## src/rtl/alu_pkg.sv

```systemverilog
// Shared ALU types: FSM states and the compare-flag bundle used by the serial
// arithmetic units.
package alu_pkg;
  localparam int DEF_WIDTH = 32;

  typedef enum logic [1:0] {IDLE, SHIFT, DONE} state_t;

  typedef struct packed {
    logic zero;
    logic borrow;
    logic overflow;
    logic lt;
  } flags_t;
endpackage

```

## src/rtl/serial_subtractor_if.sv

```systemverilog
// Start/done handshake plus operand and result bus of the serial subtractor.
interface serial_subtractor_if #(parameter int WIDTH = alu_pkg::DEF_WIDTH);
  logic             start;
  logic [WIDTH-1:0] a;
  logic [WIDTH-1:0] b;
  logic             busy;
  logic             done;
  logic [WIDTH-1:0] diff;
  logic             borrow_out;
  logic             zero;
  logic             overflow;
  logic             lt;

  modport master (output start, a, b,
                  input  busy, done, diff, borrow_out, zero, overflow, lt);
  modport slave  (input  start, a, b,
                  output busy, done, diff, borrow_out, zero, overflow, lt);
endinterface

```

## src/rtl/serial_subtractor_fsub.sv

```systemverilog
// Gate-level full subtractor built from two half subtractors, mirroring the
// full-adder cell structure.
module half_subtractor (
  input  logic x_i,
  input  logic y_i,
  output logic d_o,
  output logic bo_o
);
  assign d_o  = x_i ^ y_i;
  assign bo_o = ~x_i & y_i;
endmodule

module full_subtractor (
  input  logic a_i,
  input  logic b_i,
  input  logic bin_i,
  output logic d_o,
  output logic bout_o
);
  logic d1, b1, b2;

  half_subtractor u_hs0 (.x_i(a_i), .y_i(b_i),   .d_o(d1),  .bo_o(b1));
  half_subtractor u_hs1 (.x_i(d1),  .y_i(bin_i), .d_o(d_o), .bo_o(b2));

  assign bout_o = b1 | b2;
endmodule

```

## src/rtl/serial_subtractor.sv

```systemverilog
// Bit-serial a-b, LSB first, one bit per clock, with zero/borrow/overflow/lt
// flags; WIDTH shift cycles followed by a single done cycle.
module serial_subtractor
  import alu_pkg::*;
#(
  parameter  int WIDTH = DEF_WIDTH,
  localparam int CNT_W = $clog2(WIDTH+1)
) (
  input  logic                clk,
  input  logic                rst_n,
  serial_subtractor_if.slave  bus
);
  state_t             state_q, state_d;
  logic [WIDTH-1:0]   sa_q, sb_q;
  logic [WIDTH-2:0]   res_q;
  logic [WIDTH-1:0]   res_d;
  logic [WIDTH-1:0]   diff_q;
  logic [CNT_W-1:0]   cnt_q;
  logic               bf_q;
  flags_t             flags_q, flags_d;
  logic               accept, last;
  logic               d, bout, ovf;

  full_subtractor u_fs (
    .a_i(sa_q[0]), .b_i(sb_q[0]), .bin_i(bf_q), .d_o(d), .bout_o(bout)
  );

  assign last  = (state_q == SHIFT) && (cnt_q == CNT_W'(WIDTH-1));
  assign res_d = {d, res_q};
  // At the last bit sa_q[0]/sb_q[0] are the operand MSBs.
  assign ovf   = (sa_q[0] ^ sb_q[0]) & (d ^ sa_q[0]);

  always_comb begin
    flags_d          = '0;
    flags_d.zero     = (res_d == '0);
    flags_d.borrow   = bout;
    flags_d.overflow = ovf;
    flags_d.lt       = d ^ ovf;
  end

  always_comb begin
    state_d = state_q;
    accept  = 1'b0;
    case (state_q)
      IDLE:    if (bus.start) accept = 1'b1;
      SHIFT:   if (last) state_d = DONE;
      DONE:    if (bus.start) accept = 1'b1;
               else           state_d = IDLE;
      default: state_d = IDLE;
    endcase
    if (accept) state_d = SHIFT;
  end

  always_ff @(posedge clk or negedge rst_n) begin
    if (!rst_n) begin
      state_q <= IDLE;
      sa_q    <= '0;
      sb_q    <= '0;
      res_q   <= '0;
      diff_q  <= '0;
      cnt_q   <= '0;
      bf_q    <= 1'b0;
      flags_q <= '0;
    end else begin
      state_q <= state_d;
      if (accept) begin
        sa_q  <= bus.a;
        sb_q  <= bus.b;
        bf_q  <= 1'b0;
        cnt_q <= '0;
      end else if (state_q == SHIFT) begin
        sa_q  <= {1'b0, sa_q[WIDTH-1:1]};
        sb_q  <= {1'b0, sb_q[WIDTH-1:1]};
        res_q <= res_d[WIDTH-1:1];
        bf_q  <= bout;
        cnt_q <= cnt_q + CNT_W'(1);
        if (last) begin
          diff_q  <= res_d;
          flags_q <= flags_d;
        end
      end
    end
  end

  assign bus.busy       = (state_q == SHIFT);
  assign bus.done       = (state_q == DONE);
  assign bus.diff       = diff_q;
  assign bus.borrow_out = flags_q.borrow;
  assign bus.zero       = flags_q.zero;
  assign bus.overflow   = flags_q.overflow;
  assign bus.lt         = flags_q.lt;
endmodule

```

## src/flat_wrapper.sv

```systemverilog
// flat-port wrapper written by rule: the top's interface ports become plain ports
module serial_subtractor_flat import alu_pkg::*;
#(
  parameter  int WIDTH = DEF_WIDTH,
  localparam int CNT_W = $clog2(WIDTH+1)
)
  (clk, rst_n, bus_start, bus_a, bus_b, bus_busy, bus_done, bus_diff, bus_borrow_out, bus_zero, bus_overflow, bus_lt);
  serial_subtractor_if #(.WIDTH(WIDTH)) bus_i ();
  input  logic clk;
  input  logic rst_n;
  input wire logic [$bits(bus_i.start)-1:0] bus_start;
  input wire logic [$bits(bus_i.a)-1:0] bus_a;
  input wire logic [$bits(bus_i.b)-1:0] bus_b;
  output wire logic [$bits(bus_i.busy)-1:0] bus_busy;
  output wire logic [$bits(bus_i.done)-1:0] bus_done;
  output wire logic [$bits(bus_i.diff)-1:0] bus_diff;
  output wire logic [$bits(bus_i.borrow_out)-1:0] bus_borrow_out;
  output wire logic [$bits(bus_i.zero)-1:0] bus_zero;
  output wire logic [$bits(bus_i.overflow)-1:0] bus_overflow;
  output wire logic [$bits(bus_i.lt)-1:0] bus_lt;
  assign bus_i.start = bus_start;
  assign bus_i.a = bus_a;
  assign bus_i.b = bus_b;
  assign bus_busy = bus_i.busy;
  assign bus_done = bus_i.done;
  assign bus_diff = bus_i.diff;
  assign bus_borrow_out = bus_i.borrow_out;
  assign bus_zero = bus_i.zero;
  assign bus_overflow = bus_i.overflow;
  assign bus_lt = bus_i.lt;
  serial_subtractor #(.WIDTH(WIDTH)) u_core (.clk(clk), .rst_n(rst_n), .bus(bus_i));
endmodule
```

## config.mk

```make
export PLATFORM = sky130hd
export DESIGN_NAME = serial_subtractor_flat
export DESIGN_NICKNAME = d
export VERILOG_FILES = /design/src/rtl/alu_pkg.sv /design/src/rtl/serial_subtractor_if.sv /design/src/rtl/serial_subtractor_fsub.sv /design/src/rtl/serial_subtractor.sv /design/src/flat_wrapper.sv
export SDC_FILE = /design/constraint.sdc
export NUM_CORES = 1
export LEC_CHECK = 0
export ABC_AREA = 1
export BUFFER_PORTS_ARGS = -buffer_cell sky130_fd_sc_hd__buf_2
export CAP_MARGIN = 15
export CORE_ASPECT_RATIO = 1.5
export CORE_MARGIN = 2
export CORE_UTILIZATION = 60
export DETAILED_ROUTE_END_ITERATION = 12
export PLACE_DENSITY = 0.85
export REMOVE_ABC_BUFFERS = 1
export SYNTH_ARGS = -nofsm -noshare
export SYNTH_HDL_FRONTEND = slang
export SYNTH_SLANG_ARGS = --single-unit
```

## constraint.sdc

```tcl
create_clock -name clk -period 2.7 [get_ports clk]
set_input_delay 0.405 -clock clk [delete_from_list [all_inputs] [get_ports clk]]
set_output_delay 0.405 -clock clk [all_outputs]
set_load 0.005 [all_outputs]
```

== Word-level counts from Yosys, hierarchy flattened ==
Cells that the tools add are included.
Word-level totals
  output and inout bits: 38
  logic and storage cells: 51
  input bits: 67
  flip-flop bits (word level): 140
Operators by class
  eq/ne operators: 6
  muxes and demuxes: 14
  reduce and logical (&&, ||, !) cells: 8
  add/sub/neg operators: 1
  bitwise operators: 11
Operators with widths (number)
  $mux 32: 4
  $logic_not 32->1: 1
  $mux 6: 2
  $add 6x1->6 const B: 1
  $eq 6x5->1 const B: 1
  $mux 2: 3
  $pmux 2 s3: 1
  $reduce_and 3->1: 2
  $mux 1: 4
  $xor 1x1->1: 4
  $and 1x1->1: 3
  $ne 3x1->1 const B: 1
  $ne 3x2->1 const B: 1
  $not 1->1: 3
  $eq 2x1->1 const B: 1
  $eq 2x2->1 const B: 1
  $logic_not 2->1: 1
  $ne 2x1->1 const B: 1
  $reduce_and 2->1: 1
  $reduce_bool 2->1: 1
  $reduce_or 2->1: 1
  $logic_and 1x1->1: 1
  $or 1x1->1: 1

== Logic depth before layout (Yosys ltp) ==
  depth after elaboration: 6
  depth in mapped cells: 8
  gate-level depth less buffers: 8

== By module ==
Synthesis repeated with hierarchy kept, for this count alone.
Unflattened totals
  cells, all modules: 681
  area total of the unflattened synthesis: 5945.7 µm²
By module, submodules not included
  serial_subtractor: cells each 672, instances 1, seq. area each 3503.4 µm², area each 5894.4 µm²
  half_subtractor: cells each 3, instances 2, seq. area each 0.0 µm², area each 20.0 µm²
  full_subtractor: cells each 3, instances 1, seq. area each 0.0 µm², area each 11.3 µm²

== Least setup slack after synthesis ==
No wires, ideal clock.
  path type: reg-to-reg
  start point: reg u_core.sa_q[0]
  end point: reg u_core.flags_q (netlist bit u_core.bus.zero)
  period minus slack after synthesis: 1.465 ns
  path buffers: 0
  path slack: 1.235 ns
  stages on the path, launching flop included: 9
  data required time: 2.635 ns
  setup time: 0.065 ns
  arrival time: 1.400 ns
  cell sequence: dfrtp_1 > inv_1 > fa_1 > nand2_1 > nor2_1 > nand2_1 > nor2_1 > nand3_1 > nand2_1
On the way
  word-level cells in the longest chain between the ends: 3
RTL lines
  start: declaration: line serial_subtractor.sv:14  | logic [WIDTH-1:0] sa_q, sb_q;
  start signal: assignment: line serial_subtractor.sv:67  | sa_q <= bus.a;
  start signal: assignment: line serial_subtractor.sv:72  | sa_q <= {1'b0, sa_q[WIDTH-1:1]};
  $xor 1x1->1 (2 in a row): line serial_subtractor_fsub.sv:9  | assign d_o = x_i ^ y_i;
  $logic_not 32->1: line serial_subtractor.sv:35  | flags_d.zero = (res_d == '0);
  end signal: assignment: line serial_subtractor.sv:79  | flags_q <= flags_d;
  end: declaration: line serial_subtractor.sv:20  | flags_t flags_q, flags_d;
Every way passes these cells.
A chain may end at the register's enable or synchronous reset.

== Worst setup path in the final report ==
  start point: reg u_core.state_q[0]
  end point: out bus_busy
On the way
  word-level cells in the longest chain between the ends: 1
RTL lines
  start: declaration: line serial_subtractor.sv:13  | state_t state_q, state_d;
  start signal: assignment: line serial_subtractor.sv:65  | state_q <= state_d;
  $eq 2x1->1: line serial_subtractor.sv:85  | assign bus.busy = (state_q == SHIFT);
  end: declaration: line flat_wrapper.sv:14  | output wire logic [$bits(bus_i.busy)-1:0] bus_busy;
Every way passes these cells.

==> results by stage <==
Synth:
- The synthesized netlist contains 26 unique library cells.
- For this run, the leading register cell type out of synthesis is dfrtp_1.
- The post-synthesis async set-or-reset flop share is 1.000.
- The post-synthesis cell area is 6310 sq um.
- For this run, the register share of the synthesized area comes to 0.5552.
- The count of flip-flops with a built-in enable after synthesis is 0.
- The number of warnings printed during yosys synthesis is 0.
- Synthesis inferred 140 register bits.
- Each instance of the synthesized netlist takes up on average 9.320 sq um.
- Synthesis produced 677 cells.

Timing:
- The fraction of the cycle the final worst path needs is 0.7725.
- Setup violations remaining at the end of the flow were counted as 0.
- The worst pin sits at a relative slew slack of 0.5527.
- The final clock skew is 0.005738 ns.
- The routed design could run at a clock period as short as 2.086 ns.
- Adding up every negative setup slack in the final design gives 0 ns.
- Setup repair after global routing left no endpoint under its margin.
- The max-slew violation count is 0.
- The hold violation total from the final report is 0.
- Final hold analysis gives a worst-case slack of 0.2396 ns.
- The transition time at the pin with the least slew margin is 0.6710 ns.
- Timing would allow up to 479.4 MHz.

Clock network:
- For this design, the sink count on the clock tree is 140.
- CTS built an H-tree with a depth of 4.
- Once the clock tree was built, the setup fixing pass inserted 0 buffers.
- Clock tree synthesis inserted a total of 17 buffers.
- Counting along the longest clock path gives a buffer depth of 2.
- The clock latency reported for the late side of the worst-skew pair is 0.41 ns.
- The hold-fix buffer count after cts is 1.
- The CTS tree is done.
- The root buffer selected by CTS is clkbuf_16.
- Once the clock tree was built, the resizer swapped 0 gates to a different size.
- Clock-pin slew was measured on the worst setup and hold paths at 0.06 ns.

GRT:
- The via count of the first global-routing pass is 4,839.
- The initial antenna violation count was 0.
- The total grt overflow is 0.
- The first global-routing pass estimated 21.51 mm of wire.
- The total routing resource utilization after global routing is 0.2431.
- The maximum number of pins on one net before global-route repair is 71.

Worst setup path:
- The required time at the endpoint of the critical path is 2.30 ns.
- In this run the worst path has a maximum fanout of 61.
- Data on the critical path arrives at its endpoint at 1.68 ns.
- The capturing element type of the critical path is a primary output.
- In this run the critical register-to-register path is launched from u_core.state_q[1]$_DFFE_PN0P_.
- The launching instance or port of the critical path is u_core.state_q[0]$_DFFE_PN0P_.
- STA classifies the critical path startpoint as a register.
- The startpoint-to-endpoint class of the critical path is reg -> out.

Pwr:
- The switching power as a share of total power is 0.3651.
- The largest vdd supply drop is 747.6 uV.
- The power per cell area is 1214 nW/um^2.
- The switching power total is 3.274 mW.
- Summed over all cells, the static leakage comes to 3.694 nW.
- Of the total power, registers draw 0.381.
- The cell-internal power is 5.693 mW.
- Of the total power, the clock network draws 0.259.
- The share of total power dissipated in combinational logic is 0.360.
- Total power for the finished layout comes to 8.967 mW.

Routing:
- The average vias per placed instance is 5.220.
- The remaining design rule violation count is 0.
- The final route contains 4,808 vias.
- Wires add up to 12.65 mm.
- The iteration-0 DRC count of the detailed router is 238.
- The iteration count of the initial detailed-routing pass is 5.
- Dividing the detail-routed wire length by the instance count gives 13.74 microns.
- Once detail routing completed, the nets flagged for antenna violations numbered 0.

Die:
- In this run the horizontal extent of the chip is 87.73 microns.
- After floorplanning, the core was sized to cover 10,190 sq um.
- The die area is 11,370 sq um.
- Row generation in the floorplan step produced 45 rows.
- The initial standard-cell utilization of the core is 0.6192.
- During I/O placement, the number of pins put on the boundary was 105.
- The floorplan die height is 129.6 microns.

Final layout:
- The final antenna diode count is 0.
- The post-route standard cell area excluding fillers is 7386 sq um.
- The post-synthesis to final-layout area growth is 17.05%.
- In the final design database the tool counted 838 nets.
- Fill cells in the final layout number 769.
- In the layout the commonest cells are 140 x dfrtp_1, 128 x nand2_1, 104 x o21ai_0.
- Of the cells placed in the final design, the portion with a size suffix greater than 1 is 0.2397.
- Leaving out fill and tap cells, the most frequent cell in the layout is dfrtp_1.

Place:
- The half-perimeter wire length of the detailed placement result is 8.302 mm.
- The congestion estimate from routability-driven global placement came to 0.7747.
- The number of buffers inserted by port buffering is 104.
- In this run the cell area measured after placement is 6784 sq um.

Run status:
- The run finished with clean final reports.

Flow run:
- Across the run, the number of max-cap violations was 0.

Hold path:
- The startpoint of the worst hold path is bus_a[31].
- The min-delay analysis places its worst path in the category in -> reg.
power by group through the flow:
stage / Combinational (mW) / Sequential [mW] / Clock (mW)
after CTS: 3.26 / 3.41 / 2.34
final: 3.23 / 3.42 / 2.33
after detailed placement: 3.20 / 3.44 / 0
after floorplan: 2.30 / 3.37 / 0
after global placement: 3.01 / 3.39 / 0
after global routing: 3.73 / 3.50 / 2.45
worst paths after layout:
check	end	slack, ns	cells after the start
setup / recovery	bus_busy	0.61	3
hold / removal	u_core.sa_q[31]$_DFFE_PN0P_	0.24	3
setup reg to reg	u_core.sa_q[6]$_DFFE_PN0P_	0.69	6
hold reg to reg	u_core.bus.diff[3]$_DFFE_PN0P_	0.48	2
max in group asynchronous	u_core.res_q[6]$_DFFE_PN0P_	1.27	3
min in group asynchronous	u_core.res_q[22]$_DFFE_PN0P_	0.51	2
through the flow:
stage                     cells  setup WS, ns    util
after floorplan             637        0.3235       -
after global placement      889        0.8002  0.6657
after detailed placement    889        0.7053  0.6657
after CTS                   921        0.6044  0.7247
after global routing        921        0.4924  0.7247
final                       921        0.6141  0.7247
metal layers:
metal | part of all wire | vias up | GRT usage | wire length (microns)
li1 | - | 2387 | - | -
met1 | 0.42 | 2284 | 0.2937 | 5270
met2 | 0.52 | 118 | 0.4118 | 6537
met3 | 0.052 | 19 | 0.07771 | 652
met4 | 0.015 | 0 | 0.07783 | 191
met5 | 0 | - | 0 | 0
synth_stat cells, types with 2 or more instances:
master / instances / area [sq um]
buf_4: 5 / 37.54
nand2_1: 128 / 480.5
buf_2: 8 / 40.04
inv_2: 3 / 11.26
o211ai_2: 28 / 350.3
nor2_1: 22 / 82.58
inv_1: 99 / 371.6
nand3_1: 5 / 25.02
o21ai_1: 76 / 380.4
o21ai_0: 104 / 520.5
nand2_4: 4 / 45.04
a21oi_1: 6 / 30.03
o211ai_1: 2 / 15.01
clkbuf_1: 10 / 37.54
ha_1: 2 / 25.02
buf_6: 17 / 191.4
o21ai_2: 10 / 87.58
dfrtp_1: 140 / 3503
layout make-up:
type | instances | area (sq um) | share of cell area
Tap cell | 141 | 176.4 | 0.02389
Clock inverter | 11 | 145.1 | 0.01965
Timing Repair Buffer | 112 | 614.3 | 0.08318
Multi-Input combinational cell | 395 | 2117 | 0.2866
Inverter | 102 | 382.9 | 0.05184
Clock buffer | 20 | 446.7 | 0.06048
Sequential cell | 140 | 3503 | 0.4743
registers in the layout, indices dropped and copies added (netlist names), 2 cells and up:
| name | count |
|---|---|
| u_core.res_q | 31 |
| u_core.sb_q | 32 |
| u_core.state_q | 2 |
| u_core.cnt_q | 6 |
| u_core.sa_q | 32 |
| u_core.bus.diff | 32 |
worst max-delay path, stage by stage (launching register included):
cell and delay [ns]:
dfrtp_1 0.45, nand2_4 0.47, inv_2 0.18, buf_2 0.18
logic make-up after synthesis:
group	share of synthesized area
AOI/OAI and AO/OA	0.2217
xor gates and xnor gates	0.001388
adders and majority gates	0.007138
buffers and inverters	0.1093
DFF	0.5552
and+or+nand+nor	0.1053
No activity file was read; power rests on OpenSTA's default activity.
